===== config.mk =====
export PLATFORM = sky130hd
export DESIGN_NAME = display_rx_flat
export DESIGN_NICKNAME = d
export VERILOG_FILES = /design/src/rtl/calc_pkg.sv /design/src/rtl/display_rx_if.sv /design/src/rtl/bcd_to_7seg.sv /design/src/rtl/display_rx.sv /design/src/flat_wrapper.sv
export SDC_FILE = /design/constraint.sdc
export NUM_CORES = 1
export LEC_CHECK = 0
export CAP_MARGIN = 20
export CORE_UTILIZATION = 30
export CTS_BUF_LIST = sky130_fd_sc_hd__clkbuf_16
export DETAILED_ROUTE_END_ITERATION = 8
export GPL_TIMING_DRIVEN = 0
export PLACE_DENSITY = 0.47
export SKIP_LAST_GASP = 1
export SYNTH_ARGS = -nofsm -noshare
export SYNTH_HDL_FRONTEND = slang
export SYNTH_SLANG_ARGS = --single-unit

===== constraint.sdc =====
create_clock -name clk -period 3.5 [get_ports clk]
set_clock_uncertainty 0.05 [all_clocks]
set_input_delay 0.525 -clock clk [delete_from_list [all_inputs] [get_ports clk]]
set_output_delay 0.525 -clock clk [all_outputs]
set_load 0.1 [all_outputs]

===== src/rtl/calc_pkg.sv =====
// Shared calculator display definitions: frame geometry and 7-segment patterns.
// Segment patterns are ordered {g,f,e,d,c,b,a}, active-high.
package calc_pkg;

   localparam int unsigned FRAME_BITS = 16;
   localparam int unsigned BCD_DIGITS = 4;

   typedef logic [3:0] bcd_t;
   typedef logic [6:0] seg_t;

   localparam seg_t SEG_0     = 7'b0111111;
   localparam seg_t SEG_1     = 7'b0000110;
   localparam seg_t SEG_2     = 7'b1011011;
   localparam seg_t SEG_3     = 7'b1001111;
   localparam seg_t SEG_4     = 7'b1100110;
   localparam seg_t SEG_5     = 7'b1101101;
   localparam seg_t SEG_6     = 7'b1111101;
   localparam seg_t SEG_7     = 7'b0000111;
   localparam seg_t SEG_8     = 7'b1111111;
   localparam seg_t SEG_9     = 7'b1101111;
   localparam seg_t SEG_BLANK = 7'b0000000;

endpackage


===== src/rtl/display_rx_if.sv =====
// Serial display link plus the decoded frame/scan outputs of the receiver.
interface display_rx_if #(
   parameter int unsigned DIGITS = 4
) ();

   logic                  data_in;
   logic                  data_clk;
   logic                  data_ready;
   logic [4*DIGITS-1:0]   bcd_out;
   logic                  frame_valid;
   logic                  frame_err;
   logic [6:0]            seg;
   logic [DIGITS-1:0]     dig_en;

   modport master (
      output data_in, data_clk, data_ready,
      input  bcd_out, frame_valid, frame_err, seg, dig_en
   );

   modport slave (
      input  data_in, data_clk, data_ready,
      output bcd_out, frame_valid, frame_err, seg, dig_en
   );

endinterface


===== src/rtl/bcd_to_7seg.sv =====
// Combinational BCD digit to 7-segment decoder; non-decimal codes blank the digit.
module bcd_to_7seg
   import calc_pkg::*;
(
   input  logic [3:0] bcd,
   output logic [6:0] seg
);

   always_comb begin
      seg = SEG_BLANK;
      case (bcd)
         4'd0:    seg = SEG_0;
         4'd1:    seg = SEG_1;
         4'd2:    seg = SEG_2;
         4'd3:    seg = SEG_3;
         4'd4:    seg = SEG_4;
         4'd5:    seg = SEG_5;
         4'd6:    seg = SEG_6;
         4'd7:    seg = SEG_7;
         4'd8:    seg = SEG_8;
         4'd9:    seg = SEG_9;
         default: seg = SEG_BLANK;
      endcase
   end

endmodule


===== src/rtl/display_rx.sv =====
// Display link receiver: oversamples the serial link, validates and holds BCD
// frames, and time-multiplexes the held frame onto a 7-segment display.
module display_rx
   import calc_pkg::*;
#(
   parameter int unsigned FRAME_BITS  = calc_pkg::FRAME_BITS,
   parameter int unsigned DIGITS      = calc_pkg::BCD_DIGITS,
   parameter int unsigned REFRESH_DIV = 16
) (
   input  logic          clk,
   input  logic          rst,
   display_rx_if.slave   link
);

   localparam int unsigned CW = $clog2(FRAME_BITS + 2);
   localparam int unsigned RW = (REFRESH_DIV > 1) ? $clog2(REFRESH_DIV) : 1;
   localparam int unsigned IW = (DIGITS > 1) ? $clog2(DIGITS) : 1;

   logic [2:0]            clk_sync;
   logic [2:0]            rdy_sync;
   logic [1:0]            din_sync;
   logic                  clk_rise_q;
   logic                  rdy_rise_q;
   logic                  bit_q;

   logic [FRAME_BITS-1:0] shift;
   logic [FRAME_BITS-1:0] shift_nxt;
   logic [CW-1:0]         bit_cnt;
   logic [CW-1:0]         cnt_nxt;
   logic [4*DIGITS-1:0]   bcd_r;
   logic                  valid_r;
   logic                  err_r;

   logic [RW-1:0]         ref_cnt;
   logic [IW-1:0]         idx;
   logic [3:0]            nibble;
   logic [6:0]            seg_dec;
   logic [6:0]            seg_r;
   logic [DIGITS-1:0]     dig_nxt;
   logic [DIGITS-1:0]     dig_r;

   // Edge pulses are registered once more so a link edge first captured at
   // edge k is acted on at edge k+3; data_in travels with the same stage.
   always_ff @(posedge clk or posedge rst) begin
      if (rst) begin
         clk_sync   <= '0;
         rdy_sync   <= '0;
         din_sync   <= '0;
         clk_rise_q <= 1'b0;
         rdy_rise_q <= 1'b0;
         bit_q      <= 1'b0;
      end else begin
         clk_sync   <= {clk_sync[1:0], link.data_clk};
         rdy_sync   <= {rdy_sync[1:0], link.data_ready};
         din_sync   <= {din_sync[0], link.data_in};
         clk_rise_q <= clk_sync[1] & ~clk_sync[2];
         rdy_rise_q <= rdy_sync[1] & ~rdy_sync[2];
         bit_q      <= din_sync[1];
      end
   end

   // A shift coinciding with the commit is applied first and counted.
   always_comb begin
      shift_nxt = shift;
      cnt_nxt   = bit_cnt;
      if (clk_rise_q) begin
         shift_nxt = {shift[FRAME_BITS-2:0], bit_q};
         if (bit_cnt != CW'(FRAME_BITS + 1))
            cnt_nxt = bit_cnt + 1'b1;
      end
   end

   always_ff @(posedge clk or posedge rst) begin
      if (rst) begin
         shift   <= '0;
         bit_cnt <= '0;
         bcd_r   <= '0;
         valid_r <= 1'b0;
         err_r   <= 1'b0;
      end else begin
         shift   <= shift_nxt;
         valid_r <= 1'b0;
         err_r   <= 1'b0;
         if (rdy_rise_q) begin
            bit_cnt <= '0;
            if (cnt_nxt == CW'(FRAME_BITS)) begin
               bcd_r   <= shift_nxt;
               valid_r <= 1'b1;
            end else begin
               err_r   <= 1'b1;
            end
         end else begin
            bit_cnt <= cnt_nxt;
         end
      end
   end

   always_comb begin
      nibble = '0;
      for (int unsigned i = 0; i < DIGITS; i++)
         if (IW'(i) == idx)
            nibble = bcd_r[4*i +: 4];
   end

   always_comb begin
      dig_nxt      = '0;
      dig_nxt[idx] = 1'b1;
   end

   bcd_to_7seg u_dec (
      .bcd (nibble),
      .seg (seg_dec)
   );

   always_ff @(posedge clk or posedge rst) begin
      if (rst) begin
         ref_cnt <= '0;
         idx     <= '0;
         seg_r   <= '0;
         dig_r   <= '0;
      end else begin
         seg_r <= seg_dec;
         dig_r <= dig_nxt;
         if (ref_cnt == RW'(REFRESH_DIV - 1)) begin
            ref_cnt <= '0;
            idx     <= (idx == IW'(DIGITS - 1)) ? '0 : idx + 1'b1;
         end else begin
            ref_cnt <= ref_cnt + 1'b1;
         end
      end
   end

   assign link.bcd_out     = bcd_r;
   assign link.frame_valid = valid_r;
   assign link.frame_err   = err_r;
   assign link.seg         = seg_r;
   assign link.dig_en      = dig_r;

endmodule


===== src/flat_wrapper.sv =====
// flat-port wrapper written by rule: the top's interface ports become plain ports
module display_rx_flat import calc_pkg::*;
#(
   parameter int unsigned FRAME_BITS  = calc_pkg::FRAME_BITS,
   parameter int unsigned DIGITS      = calc_pkg::BCD_DIGITS,
   parameter int unsigned REFRESH_DIV = 16
)
  (clk, rst, link_data_in, link_data_clk, link_data_ready, link_bcd_out, link_frame_valid, link_frame_err, link_seg, link_dig_en);
  display_rx_if #(.DIGITS(DIGITS)) link_i ();
  input  logic clk;
  input  logic rst;
  input wire logic [$bits(link_i.data_in)-1:0] link_data_in;
  input wire logic [$bits(link_i.data_clk)-1:0] link_data_clk;
  input wire logic [$bits(link_i.data_ready)-1:0] link_data_ready;
  output wire logic [$bits(link_i.bcd_out)-1:0] link_bcd_out;
  output wire logic [$bits(link_i.frame_valid)-1:0] link_frame_valid;
  output wire logic [$bits(link_i.frame_err)-1:0] link_frame_err;
  output wire logic [$bits(link_i.seg)-1:0] link_seg;
  output wire logic [$bits(link_i.dig_en)-1:0] link_dig_en;
  assign link_i.data_in = link_data_in;
  assign link_i.data_clk = link_data_clk;
  assign link_i.data_ready = link_data_ready;
  assign link_bcd_out = link_i.bcd_out;
  assign link_frame_valid = link_i.frame_valid;
  assign link_frame_err = link_i.frame_err;
  assign link_seg = link_i.seg;
  assign link_dig_en = link_i.dig_en;
  display_rx #(.FRAME_BITS(FRAME_BITS), .DIGITS(DIGITS), .REFRESH_DIV(REFRESH_DIV)) u_core (.clk(clk), .rst(rst), .link(link_i));
endmodule

==> results of run 1 <==
==> metrics by stage <==
step	setup TNS, ns	utilization (%)	power, mW	setup slack (ns)	cell area, um^2
final	0	37.7	2.27	0.940	4070
after global routing	0	37.7	2.38	0.806	4070
after CTS	0	37.7	2.29	0.913	4070
after detailed placement	0	35.4	1.50	1.01	3820
after global placement	-3.49	35.4	1.49	-0.0553	3820
after floorplan	0	-	1.36	1.17	3310
==> sequential cells by signal, indices dropped and copies added, names as in the netlist <==
signal / flops
u_core.link.bcd_out: 16
u_core.shift: 16
u_core.link.seg: 7
u_core.bit_cnt: 5
u_core.link.dig_en: 4
u_core.ref_cnt: 4
u_core.clk_sync: 3
u_core.rdy_sync: 3
u_core.din_sync: 2
u_core.idx: 2
u_core.bit_q: 1
u_core.clk_rise_q: 1
u_core.link.frame_err: 1
u_core.link.frame_valid: 1
u_core.rdy_rise_q: 1
==> power by group through the flow <==
| stage | combinational, mW | clock, mW | sequential (mW) |
|---|---|---|---|
| finish | 0.540 | 0.775 | 0.950 |
| global route | 0.576 | 0.843 | 0.964 |
| CTS | 0.541 | 0.797 | 0.949 |
| detailed placement | 0.540 | 0 | 0.962 |
| global placement | 0.533 | 0 | 0.960 |
| floorplan | 0.257 | 0 | 1.10 |
==> metal layers <==
metal	wire length [um]	part of all wire [%]	track usage, %
met5	0	0	0
met1	3870	49	21.1
met2	3590	45	22.6
met4	110	1.4	6.75
met3	353	4.5	3.47
==> area by class of cell <==
| cell class | instances | area share, % |
|---|---|---|
| Sequential cell | 67 | 41.2 |
| Multi-Input combinational cell | 204 | 35.7 |
| Timing Repair Buffer | 33 | 8.11 |
| Clock buffer | 9 | 5.53 |
| Tap cell | 140 | 4.30 |
| Buffer | 18 | 2.27 |
| Inverter | 24 | 2.27 |
| Clock inverter | 6 | 0.645 |
==> cells in the mapped netlist, drive strengths merged <==
library cell / number
nand3b: 1
a31oi: 2
o21ai: 6
o211ai: 3
o221ai: 1
nand2b: 1
nor3: 2
and2: 2
a22oi: 1
nor2: 6
buf: 10
a211o: 12
ha: 13
inv: 24
a21oi: 15
clkbuf: 8
a2bb2oi: 1
a21o: 5
o22ai: 16
mux2i: 15
xor2: 4
nor2b: 3
mux2: 17
nand3: 20
o2111ai: 6
dfrtp: 67
and2b: 1
or4b: 1
o221a: 1
nand4: 8
nand2: 38
a21boi: 3
==> worst max path at each step <==
stage / endpoint / slack (ns) / depth (start not counted)
final: link_bcd_out[15] / 0.94 / 1
after global routing: u_core.link.seg[3] / 0.81 / 9
after global placement: u_core.bit_cnt[1] / -0.06 / 2
after detailed placement: u_core.link.seg[3] / 1.01 / 9
after floorplan: u_core.link.seg[3] / 1.17 / 8
after CTS: link_bcd_out[15] / 0.91 / 1
==> kinds of logic after synthesis <==
kind of cell,after synthesis,synth area share (%)
AO/OA/AOI/OAI,72,15.7
multiplexers,32,10.3
XOR/XNOR,4,1.06
buffers and inverters,42,5.51
AND/OR/NAND/NOR,83,11.9
flip-flops,67,50.6
adder cells (fa/ha/maj),13,4.91
==> impl_table.tex, run 1 <==
\begin{tabular}{lr}
\hline
Metric & Value \\
\hline
\multicolumn{2}{l}{\textbf{Timing}} \\
\quad Final hold violations & 0 \\
\quad Time the worst path needs with I/O delays and setup & 2.56 ns \\
\quad Final setup violating endpoints & 0 \\
\quad Worst-case headroom to the max-slew limit & between 30\% and 40\% \\
\quad Period utilization & between 70 and 80\% \\
\quad Worst-Margin Slew & between 0.9 and 1 ns \\
\quad Max-slew violations & 0 \\
\quad Peak Freq & 0.391 GHz \\
\quad Hold Slack & $\sim$0.3 ns \\
\quad Unrepaired setup endpoints after global routing & false \\
\multicolumn{2}{l}{\textbf{Detailed routing}} \\
\quad Drt total wl & slightly below 8000 um \\
\quad Remaining antenna violation count after routing & 0 \\
\quad Detailed-route wire length per cell & 15.8 um \\
\quad Via density per instance & about 4.9 \\
\quad Number of iterations in the first detailed-routing pass & 4 \\
\quad Detailed-route via count & about 2400 \\
\quad Initial DRC count & about 130 \\
\quad Number of design rule violations left after detail routing & 0 \\
\multicolumn{2}{l}{\textbf{Logic synthesis}} \\
\quad Top cell type's share of synthesized area & 50.6\% \\
\quad Post-synthesis instance area & roughly 0.0033 mm\^{}2 \\
\quad Synthesized net count & 331 \\
\quad Total of flip-flops plus latches after synthesis & 67 \\
\quad Sequential element share of the synthesized area & $\sim$50\% \\
\quad Mapped Avg Cell Area & approximately 11 um\^{}2 \\
\quad Yosys warning count & 0 \\
\quad Gate count after technology mapping & approximately 310 \\
\quad Cell accounting for the most synthesized area & dfrtp\_1 \\
\quad Number of distinct library cells after synthesis & 41 \\
\quad Dominant cells by area after synthesis & dfrtp\_1 (51\%), mux2\_2 (5.8\%), ha\_1 (4.9\%) \\
\multicolumn{2}{l}{\textbf{Worst setup path}} \\
\quad Ordered cell list for the critical path & clkdlybuf4s50\_1 \\
\quad Register-to-Register Setup Slack & 1.01 ns \\
\quad Crit path required time & about 3 ns \\
\quad Highest net fanout along the worst path & 5 \\
\quad RR Endpoint & u\_core.link.seg[3] \\
\quad Worst setup path startpoint & u\_core.link.bcd\_out[15] \\
\quad Crit-path max cell delay & approximately 1.2 ns \\
\quad R2R cell count & 9 \\
\quad Worst Setup Start Kind & register \\
\quad Nature of the critical path endpoint & primary output \\
\quad Worst-path cell with the longest stage delay & clkdlybuf4s50\_1 \\
\quad CP Buf/Inv Count & 1 \\
\quad R2r startpoint & u\_core.idx[0] \\
\quad Worst Path Arrival & slightly below 2 ns \\
\quad Cell type group with the largest total delay on the critical path & buffers and inverters \\
\quad Type of the setup path with the least slack & reg2out \\
\multicolumn{2}{l}{\textbf{Power}} \\
\quad VDD IR max & 0.228 mV \\
\quad Leakage component of the power & $\sim$1.8 nW \\
\quad Power Internal & 1.52 mW \\
\quad Switching Share & 32.9\% \\
\quad Clock power frac & 34.2\% \\
\quad Cell Pwr Density & 556 mW/mm\^{}2 \\
\quad Part of the power in combinational logic & a little under a quarter \\
\quad Switching power total & about 0.75 mW \\
\quad Reg power frac & between 40\% and 50\% \\
\multicolumn{2}{l}{\textbf{CTS}} \\
\quad TritonCTS buffer count & 9 \\
\quad Post-cts hold buffer count & 0 \\
\quad CTS tree & done \\
\quad Clock Path Buffers & 2 \\
\quad PostCTS Resize Cnt & 0 \\
\quad Clock slew at the register clock pins of the worst setup and hold paths & around 0.050 ns \\
\quad H-tree level count & 3 \\
\quad Post-CTS Setup Inserts & 0 \\
\quad Sinks on Clock Net & 67 \\
\quad Latest clock arrival within the worst-skew pair & 0.32 ns \\
\quad Clock Tree Root & clkbuf\_16 \\
\multicolumn{2}{l}{\textbf{Min path}} \\
\quad Hold-critical path endpoint & u\_core.rdy\_sync[1] \\
\quad Path class of the lowest-slack min-delay path & reg2reg \\
\quad Count of cells along the worst hold path & 0 \\
\quad Hold Crit Start & u\_core.rdy\_sync[0] \\
\multicolumn{2}{l}{\textbf{Finish}} \\
\quad Area of the multi-input gates & 0.00146 mm\^{}2 \\
\quad Most common cell after layout, fill and taps aside & dfrtp\_1 \\
\quad Fraction of layout instances using a drive strength above 1 & between 10\% and 20\% \\
\quad Filler-free cell count of the finished design & 501 \\
\quad Final net count & $\sim$380 \\
\quad Commonest cells after routing, fill and taps aside & dfrtp\_1 (67), nand2\_1 (38), clkdlybuf4s50\_1 (33), inv\_1 (25), nand3\_1 (20) \\
\quad Count of fill cells added during filler insertion & roughly 1100 \\
\quad Total area of sequential cells & 0.00168 mm\^{}2 \\
\quad Growth of design area from synthesis to finish & 22.9\% \\
\quad Number of diodes added for antenna fixing & 0 \\
\multicolumn{2}{l}{\textbf{Floorplan}} \\
\quad Area inside the core boundary & approximately 0.011 mm\^{}2 \\
\quad Initial standard-cell utilization of the core & about 30\% \\
\quad Cell row count & 38 \\
\quad Die area & roughly 0.011 mm\^{}2 \\
\quad Chip width & about 110 um \\
\quad Vertical extent of the die & 107 um \\
\quad Ports placed on the boundary & 34 \\
\multicolumn{2}{l}{\textbf{GRT}} \\
\quad Pin count of the biggest net entering global routing & a little under 70 \\
\quad Vias in the first global route & 2446 \\
\quad Remaining global-route overflow & 0 \\
\quad Global-route wire length before repair & between 10000 and 15000 um \\
\quad Antenna violations before repair & 0 \\
\quad Global-route total usage across every layer & roughly 15\% \\
\multicolumn{2}{l}{\textbf{Placement}} \\
\quad IO Port Bufs & 33 \\
\quad Global placement routability congestion & just under 0.8 \\
\quad HPWL after DPL & 5340 um \\
\quad Number of placed instances with taps included & $\sim$500 \\
\multicolumn{2}{l}{\textbf{Status}} \\
\quad Run status & finished clean \\
\multicolumn{2}{l}{\textbf{Job}} \\
\quad MaxCap Viol Count & 0 \\
\hline
\end{tabular}
(Power assumes the default switching activity.)
==> inputs of run 2 (changes only) <==
==> constraint.sdc (replaced) <==
create_clock -name clk -period 2.4 [get_ports clk]
set_clock_uncertainty 0.05 [all_clocks]
set_input_delay 0.36 -clock clk [delete_from_list [all_inputs] [get_ports clk]]
set_output_delay 0.36 -clock clk [all_outputs]
set_load 0.1 [all_outputs]
==> run 2 against run 1 <==
- clock power grew 46%
- utilization grew 0.53 points
- first-iteration DRC count down 3.8%
- register-to-register slack lost 0.90 ns
- non-clock buffer count grew 2
- critical path type unchanged
==> impl_table.tex, run 2 (synthesized netlist as in run 1, its figures left out) <==
\begin{tabular}{lr}
\hline
Metric & Value \\
\hline
\multicolumn{2}{l}{\textbf{Worst setup path}} \\
\quad Crit-path max cell delay & around 1.2 ns \\
\quad Worst-path cell with the longest stage delay & clkdlybuf4s50\_1 \\
\quad Worst Path Arrival & between 1.5 and 2 ns \\
\quad Nature of the critical path endpoint & primary output \\
\quad Highest net fanout along the worst path & 5 \\
\quad Worst Setup Start Kind & register \\
\quad Ordered cell list for the critical path & clkdlybuf4s50\_1 \\
\quad Type of the setup path with the least slack & reg2out \\
\quad Cell type group with the largest total delay on the critical path & buffers and inverters \\
\quad CP Buf/Inv Count & 1 \\
\quad Crit path required time & approximately 2 ns \\
\quad R2R cell count & 7 \\
\quad Worst path depth & 1 \\
\multicolumn{2}{l}{\textbf{Finish}} \\
\quad Post-route cell area & 0.00413 mm\^{}2 \\
\quad Filler-free cell count of the finished design & roughly 500 \\
\quad Post-route core utilization & 38.3\% \\
\quad Final net count & between 300 and 400 \\
\quad Most common cell after layout, fill and taps aside & dfrtp\_1 \\
\quad Fraction of layout instances using a drive strength above 1 & around 14\% \\
\quad Commonest cells after routing, fill and taps aside & dfrtp\_1 (65), nand2\_1 (38), inv\_1 (25), clkdlybuf4s50\_1 (25), nand3\_1 (20) \\
\quad Number of diodes added for antenna fixing & 0 \\
\quad Count of fill cells added during filler insertion & 1053 \\
\quad Growth of design area from synthesis to finish & 24.7\% \\
\multicolumn{2}{l}{\textbf{Status}} \\
\quad Run status & finished clean \\
\multicolumn{2}{l}{\textbf{Power}} \\
\quad VDD IR max & about 0.34 mV \\
\quad Power Total & roughly 3.3 mW \\
\quad Leakage component of the power & approximately 1.9 nW \\
\quad Cell Pwr Density & 803 mW/mm\^{}2 \\
\multicolumn{2}{l}{\textbf{CTS}} \\
\quad Post-cts hold buffer count & 0 \\
\quad Sinks on Clock Net & 67 \\
\quad TritonCTS buffer count & 9 \\
\quad Clock Path Buffers & 2 \\
\quad Clock Tree Root & clkbuf\_16 \\
\quad Clock slew at the register clock pins of the worst setup and hold paths & $\sim$0.050 ns \\
\quad H-tree level count & 3 \\
\quad CTS tree & done \\
\quad Latest clock arrival within the worst-skew pair & 0.32 ns \\
\multicolumn{2}{l}{\textbf{Floorplan}} \\
\quad Initial standard-cell utilization of the core & 30.7\% \\
\quad Vertical extent of the die & about 110 um \\
\quad Chip width & $\sim$110 um \\
\quad Ports placed on the boundary & 34 \\
\quad Die area & between 0.01 and 0.015 mm\^{}2 \\
\quad Area inside the core boundary & 0.0108 mm\^{}2 \\
\quad Cell row count & 38 \\
\multicolumn{2}{l}{\textbf{Detailed routing}} \\
\quad Detailed-route wire length per cell & between 15 and 20 um \\
\quad Number of iterations in the first detailed-routing pass & 6 \\
\quad Initial DRC count & about 130 \\
\quad Via density per instance & 4.88 \\
\quad Drt total wl & approximately 7900 um \\
\quad Remaining antenna violation count after routing & 0 \\
\quad Detailed-route via count & approximately 2500 \\
\quad Number of design rule violations left after detail routing & 0 \\
\multicolumn{2}{l}{\textbf{Placement}} \\
\quad Post-placement cell area & between 0.003 and 0.004 mm\^{}2 \\
\quad IO Port Bufs & 33 \\
\quad Pre-CTS setup slack & -0.0913 ns \\
\quad Global placement routability congestion & between 0.7 and 0.8 \\
\quad HPWL after DPL & approximately 5300 um \\
\quad Number of placed instances with taps included & about 490 \\
\multicolumn{2}{l}{\textbf{GRT}} \\
\quad Remaining global-route overflow & 0 \\
\quad Antenna violations before repair & 0 \\
\quad Vias in the first global route & roughly 2500 \\
\quad Global-route wire length before repair & about 13000 um \\
\quad Pin count of the biggest net entering global routing & 68 \\
\quad Global-route total usage across every layer & 15.4\% \\
\multicolumn{2}{l}{\textbf{Timing}} \\
\quad Period utilization & around 100\% \\
\quad Peak Freq & approximately 0.42 GHz \\
\quad Final setup violating endpoints & 0 \\
\quad Final setup slack of the worst path & about 0.012 ns \\
\quad Total Neg Setup Slack & 0 ns \\
\quad Worst-case headroom to the max-slew limit & between 30\% and 40\% \\
\quad Final hold violations & 0 \\
\quad Hold Slack & between 0.2 and 0.3 ns \\
\quad Unrepaired setup endpoints after global routing & true \\
\quad Time the worst path needs with I/O delays and setup & 2.39 ns \\
\quad Worst-Margin Slew & just under 1 ns \\
\quad Max-slew violations & 0 \\
\multicolumn{2}{l}{\textbf{Min path}} \\
\quad Path class of the lowest-slack min-delay path & reg2reg \\
\quad Count of cells along the worst hold path & 0 \\
\multicolumn{2}{l}{\textbf{Job}} \\
\quad MaxCap Viol Count & 0 \\
\hline
\end{tabular}
run 2: path summary, 6_finish.rpt:
path                                         start                      end  slack, ns
max                        u_core.link.bcd_out[12]         link_bcd_out[12]       0.01
min                             u_core.rdy_sync[0]       u_core.rdy_sync[1]       0.30
max reg2reg                      u_core.bit_cnt[0]   u_core.link.bcd_out[8]       0.11
min reg2reg                     u_core.rdy_sync[0]       u_core.rdy_sync[1]       0.30
max in group asynchronous                      rst        u_core.bit_cnt[0]       1.18
min in group asynchronous                      rst  u_core.link.bcd_out[12]       0.49
run 2: where the power goes:
part           total [mW]  switching, mW  internal [mW]
logic               0.802          0.537          0.264
clock network        1.13          0.455          0.675
registers            1.39         0.0972           1.29
run 2: metal layers:
layer	wire length, um	track usage (%)	up-vias
met5	0	0	-
met4	136	6.75	0
met3	363	3.47	18
met2	3540	22.7	72
met1	3870	21.4	1157
li1	-	-	1209
run 2: what timing repair did:
action / 4_1_cts / 5_1_grt
pin swaps: 1 / 0
setup buffers: 2 / 0
setup endpoints to repair: 6 / 27
gates resized for setup: 2 / 15
run 2: final cells by class:
| type | count | area, um^2 | share of cell area (%) |
|---|---|---|---|
| plain buffers | 18 | 95.1 | 2.30 |
| clock buffers | 9 | 225 | 5.45 |
| clock inverters | 6 | 26.3 | 0.636 |
| inverters | 24 | 92.6 | 2.24 |
| multi-input cells | 204 | 1480 | 35.7 |
| flip-flops and latches | 67 | 1680 | 40.6 |
| well taps | 140 | 175 | 4.24 |
| repair buffers | 35 | 362 | 8.75 |
==> inputs of run 3 (changes only) <==
--- a/config.mk
+++ b/config.mk
@@ -6,11 +6,11 @@
 export NUM_CORES = 1
 export LEC_CHECK = 0
 export CAP_MARGIN = 20
+export CORE_MARGIN = 1.5
 export CORE_UTILIZATION = 30
 export CTS_BUF_LIST = sky130_fd_sc_hd__clkbuf_16
 export DETAILED_ROUTE_END_ITERATION = 8
-export GPL_TIMING_DRIVEN = 0
-export PLACE_DENSITY = 0.47
+export PLACE_DENSITY_LB_ADDON = 0.25
 export SKIP_LAST_GASP = 1
 export SYNTH_ARGS = -nofsm -noshare
 export SYNTH_HDL_FRONTEND = slang
==> run 3 against run 2 <==
- via count about the same
- total power grew 6.6%
- sequential power is essentially flat
- final cell count is 1.2% lower
- flip-flop and latch count stayed put
- fmax rose by 7.7%
- critical path type is now reg2reg
- critical endpoint is now u_core.link.bcd_out[14]
- largest power group unchanged
==> impl_table.tex, run 3 (synthesized netlist as in run 1, its figures left out) <==
\begin{tabular}{lr}
\hline
Metric & Value \\
\hline
\multicolumn{2}{l}{\textbf{Worst setup path}} \\
\quad Worst path most repeated cell & nand2\_1 \\
\quad Worst-path cell with the longest stage delay & or4b\_1 \\
\quad Worst Path Arrival & approximately 2.4 ns \\
\quad Worst Setup Start Kind & register \\
\quad Register-to-Register Setup Slack & about 0.18 ns \\
\quad R2r startpoint & u\_core.bit\_cnt[1] \\
\quad Cell type group with the largest total delay on the critical path & simple AND/OR/NAND/NOR gates \\
\quad CP Buf/Inv Count & 2 \\
\quad Nature of the critical path endpoint & register \\
\quad Crit-path max cell delay & between 0.5 and 0.6 ns \\
\quad Ordered cell list for the critical path & inv\_1 -> ha\_1 -> nand2\_1 -> or4b\_1 -> buf\_4 -> nand2\_1 -> mux2i\_1 -> a211o\_1 \\
\quad Highest net fanout along the worst path & 14 \\
\quad Crit path required time & approximately 2.6 ns \\
\quad Worst path depth & 8 \\
\quad Type of the setup path with the least slack & reg2reg \\
\quad RR Endpoint & u\_core.link.bcd\_out[14] \\
\quad R2R cell count & 8 \\
\multicolumn{2}{l}{\textbf{GRT}} \\
\quad Fraction of met3 tracks used by global routing & around 3\% \\
\quad Global-route total usage across every layer & between 10\% and 20\% \\
\quad Pin count of the biggest net entering global routing & between 60 and 70 \\
\quad Global-route wire length before repair & around 12000 um \\
\quad Antenna violations before repair & 0 \\
\quad Vias in the first global route & 2313 \\
\quad Gr busiest metal & met2 \\
\quad Met1 track utilization from global routing & between 10\% and 20\% \\
\quad Remaining global-route overflow & 0 \\
\quad Global-route track usage on met2 & between 20\% and 30\% \\
\multicolumn{2}{l}{\textbf{Finish}} \\
\quad Post-route core utilization & between 30\% and 40\% \\
\quad Most common cell after layout, fill and taps aside & dfrtp\_1 \\
\quad Commonest cells after routing, fill and taps aside & dfrtp\_1 (67), buf\_4 (40), nand2\_1 (38), inv\_1 (24), nand3\_1 (20) \\
\quad Fraction of layout instances using a drive strength above 1 & around 22\% \\
\quad Final net count & 370 \\
\quad Growth of design area from synthesis to finish & 23.3\% \\
\quad Number of diodes added for antenna fixing & 0 \\
\multicolumn{2}{l}{\textbf{Floorplan}} \\
\quad Die area & around 0.012 mm\^{}2 \\
\quad Area inside the core boundary & between 0.01 and 0.015 mm\^{}2 \\
\quad Cell row count & 38 \\
\quad Chip width & between 100 and 150 um \\
\quad Initial standard-cell utilization of the core & 30.7\% \\
\quad Vertical extent of the die & roughly 110 um \\
\quad Ports placed on the boundary & 34 \\
\multicolumn{2}{l}{\textbf{Power}} \\
\quad Cell Pwr Density & 866 mW/mm\^{}2 \\
\quad VDD IR max & around 0.36 mV \\
\quad Leakage component of the power & 1.91 nW \\
\multicolumn{2}{l}{\textbf{CTS}} \\
\quad Latest clock arrival within the worst-skew pair & 0.33 ns \\
\quad Clock Path Buffers & 2 \\
\quad Sinks on Clock Net & 67 \\
\quad Post-cts hold buffer count & 0 \\
\quad PostCTS Resize Cnt & 0 \\
\quad Post-CTS Setup Inserts & 0 \\
\quad CTS tree & done \\
\quad TritonCTS buffer count & 9 \\
\quad H-tree level count & 3 \\
\quad Clock Tree Root & clkbuf\_16 \\
\quad Clock slew at the register clock pins of the worst setup and hold paths & about 0.06 ns \\
\multicolumn{2}{l}{\textbf{Detailed routing}} \\
\quad Detailed-route via count & 2458 \\
\quad Detailed-route wire length per cell & between 10 and 15 um \\
\quad Number of iterations in the first detailed-routing pass & 4 \\
\quad Number of design rule violations left after detail routing & 0 \\
\quad Remaining antenna violation count after routing & 0 \\
\quad Drt total wl & between 7000 and 8000 um \\
\quad Initial DRC count & 86 \\
\quad Via density per instance & $\sim$4.9 \\
\multicolumn{2}{l}{\textbf{Min path}} \\
\quad Hold-critical path endpoint & u\_core.rdy\_sync[1] \\
\quad Count of cells along the worst hold path & 0 \\
\quad Hold Crit Start & u\_core.rdy\_sync[0] \\
\quad Path class of the lowest-slack min-delay path & reg2reg \\
\multicolumn{2}{l}{\textbf{Timing}} \\
\quad Period utilization & around 92\% \\
\quad Max-slew violations & 0 \\
\quad Final hold violations & 0 \\
\quad Hold Slack & 0.297 ns \\
\quad Time the worst path needs with I/O delays and setup & roughly 2.2 ns \\
\quad Unrepaired setup endpoints after global routing & false \\
\quad Total Neg Setup Slack & 0 ns \\
\quad Final setup violating endpoints & 0 \\
\quad Worst-case headroom to the max-slew limit & between 60\% and 70\% \\
\quad Peak Freq & approximately 0.45 GHz \\
\quad Worst-Margin Slew & between 0.5 and 0.6 ns \\
\multicolumn{2}{l}{\textbf{Placement}} \\
\quad HPWL after DPL & a little under 5000 um \\
\quad Global placement routability congestion & approximately 0.8 \\
\quad IO Port Bufs & 33 \\
\multicolumn{2}{l}{\textbf{Job}} \\
\quad MaxCap Viol Count & 0 \\
\multicolumn{2}{l}{\textbf{Status}} \\
\quad Run status & finished clean \\
\hline
\end{tabular}
## run 3: how the worst max path moves through the flow
stage	slack [ns]	end	start
2_1_floorplan	0.07	u_core.link.seg[3]	u_core.link.bcd_out[0]
3_3_place_gp	0.26	u_core.link.bcd_out[12]	u_core.bit_cnt[1]
3_5_place_dp	0.22	u_core.link.bcd_out[9]	u_core.bit_cnt[1]
4_1_cts	0.19	u_core.link.bcd_out[14]	u_core.bit_cnt[1]
5_1_grt	0.05	u_core.link.seg[5]	u_core.idx[1]
6_report	0.18	u_core.link.bcd_out[14]	u_core.bit_cnt[1]
## run 3: layout make-up
cell class                      instances  area (um^2)
Sequential cell                        67         1680
Clock inverter                          7         83.8
Multi-Input combinational cell        204         1460
Inverter                               24         90.1
Clock buffer                            9          225
Fill cell                            1050         6710
Timing Repair Buffer                   46          380
Tap cell                              140          175
## run 3: power breakdown
group          switching, mW  internal (mW)  total (mW)
clock                  0.479          0.896        1.37
sequential            0.0952           1.29        1.38
combinational          0.518          0.262       0.780
## run 3: stage by stage
step,area [um^2],cells,power (mW),setup WS [ns]
after floorplan,3310,313,1.98,0.0697
after global placement,3780,481,2.18,0.264
after detailed placement,3780,481,2.19,0.224
after CTS,4090,497,3.58,0.190
after global routing,4090,497,3.70,0.0482
final,4090,497,3.54,0.183
## run 3: routing by layer
layer  vias up  share of wire, %
met1      1191                49
met5         -                 0
met3         7               3.8
met2        52                46
li1       1208                 -
met4         0               1.5
==> edit (config.mk and constraints of run 2) <==
`shift` no longer has a reset.
--- a/src/rtl/display_rx.sv
+++ b/src/rtl/display_rx.sv
@@ -72,13 +72,11 @@
 
    always_ff @(posedge clk or posedge rst) begin
       if (rst) begin
-         shift   <= '0;
          bit_cnt <= '0;
          bcd_r   <= '0;
          valid_r <= 1'b0;
          err_r   <= 1'b0;
       end else begin
-         shift   <= shift_nxt;
          valid_r <= 1'b0;
          err_r   <= 1'b0;
          if (rdy_rise_q) begin
@@ -93,6 +91,10 @@
             bit_cnt <= cnt_nxt;
          end
       end
+   end
+
+   always_ff @(posedge clk) begin
+      shift <= shift_nxt;
    end
 
    always_comb begin
Check against the original RTL: no difference found for any inputs over 10 cycles, from zero or initial values and one cycle with rst high; that may be too few to reach the edited logic, so the function may still have changed.
==> edit against run 2 <==
  * Synthesized area decreased by 17%
  * Sequential cell count did not move
  * Worst setup slack improved by 0.067 ns
  * First-iteration DRC count is 60% lower
  * Wire length shrank 38%
  * Cell area decreased by 13%
  * Critical endpoint is now link_bcd_out[8]
Power is not compared: it rests on default switching activity, and its combinational part moved more than twofold at a synthesized area within 25%.
==> edit: results (changes against run 2) <==
* Cts bufs inserted at 9 (unchanged)
* Met2 wire len at 2.01 mm (-43%)
* Worst Hold Class: primary input to async pin
* Layout cells sized above 1 at 27.3% (+13 points)
* Synth Net Count at 220 (-34%)
* Post-synth top cells: dfrtp_1, mux2_2, dfxtp_1
* Yosys warning total at 0 (unchanged)
* HPWL Detailed at 3.56 mm (-33%)
* Status: finished, final reports clean
* Crit path from: u_core.link.bcd_out[8]
* Worst path max stage delay at 1.16 ns (-0.02 ns)
* Via density at 4.55 (-6.7%)
* Setup slack, reg-to-reg at 0.14 ns (+0.03 ns)
* Worst Path Max Fanout at 3 (-2)
* Synth area leaders: dfrtp_1, dfxtp_1, mux2_2
* Clk buf depth at 2 (unchanged)
* CP arrival at 1.91 ns (-0.07 ns)
* R2R Path End: u_core.link.bcd_out[1]
* Part of the Yosys area used for sequential elements at 57.9% (+7.3 points)
* Detailed Route WL at 4.93 mm (-38%)
* Post-place instance area at 3240 um2 (-15%)
* Reg2reg start: u_core.bit_cnt[1]
* Drt pass-1 iters at 4 (-2)
* Pin count of the biggest net entering global routing at 36 (-47%)
* Setup crit end: link_bcd_out[8]
* RD Place Congestion at 0.746 (-5.2%)
* WL met1 at 2.56 mm (-34%)
* Routed wl met3 at 240 um (-34%)
* GRT Util Overall at 11.9% (-3.4 points)
* Initial DRC Count at 51 (-60%)
* R2R depth at 9 (+2)
* Final nets at 266 (-29%)
* Crit-path leading delay family: buffers and inverters
* Number of global-route vias before repair at 1,682 (-31%)
* Global-route wire length before repair at 8.65 mm (-34%)
* FFs w/ async S/R, synth at 76.1% (-24 points)
* Unique cell type count in the Yosys netlist at 42 (+2.4%)
* Fillers at 835 (-21%)
* Relative slew margins at 34.8% (-0.13 points)
## edit: power by group through the flow
stage          Clock, mW  Combinational [mW]  Sequential (mW)
6_report            1.26               0.241             1.33
3_5_place_dp           0               0.233             1.35
3_3_place_gp           0               0.226             1.34
4_1_cts             1.29               0.236             1.33
2_1_floorplan          0               0.181             1.33
5_1_grt             1.34               0.267             1.35
## edit: cells by family (layout without fill, tap and decap cells)
logic type | after synthesis | count (layout) | synth area share [%]
compound gates | 33 | 33 | 8.39
xor+xnor | 7 | 7 | 2.22
fa+ha+maj | 13 | 13 | 5.90
buf+inv | 16 | 67 | 3.63
flops | 67 | 67 | 57.9
mux | 36 | 36 | 15.8
simple gates | 30 | 30 | 6.13
## edit: routing by layer
metal  vias up  track usage [%]
li1        811                -
met1       792             16.6
met2        31             16.1
met3        10             4.15
met4         0             6.29
met5         -                0
## edit: metrics by stage
stage          instances  TNS, ns  util, %  setup slack (ns)
2_1_floorplan        202        0        -            0.0387
3_3_place_gp         343   -18.75     36.6            -0.362
3_5_place_dp         344   -0.511     36.8            -0.139
4_1_cts              360        0     40.1            0.0165
5_1_grt              361        0     40.8            0.0242
6_report             361        0     40.8            0.0788
## edit: worst min-delay path by stage
stage	start	end	slack, ns	depth (start not counted)
CTS	u_core.clk_sync[0]	u_core.clk_sync[1]	0.30	0
global placement	u_core.clk_sync[0]	u_core.clk_sync[1]	0.28	0
finish	rst	u_core.rdy_sync[1]	0.29	2
floorplan	u_core.din_sync[1]	u_core.bit_q	0.28	0
detailed placement	u_core.clk_sync[0]	u_core.clk_sync[1]	0.29	0
global route	u_core.clk_sync[0]	u_core.clk_sync[1]	0.31	0
## edit: layout make-up
type / count / area share [%]
clock inverter: 7 / 1.67
tap: 108 / 3.77
sequential: 67 / 44.6
inverter: 10 / 1.05
buffer: 6 / 1.74
multi-input combinational: 119 / 31.0
timing repair buffer: 35 / 9.97
clock buffer: 9 / 6.28
## edit: repair_timing
item	4_1_cts	5_1_grt
pin swaps	0	1
setup buffers	0	1
resized for setup	1	11
setup endpoints to repair	4	21
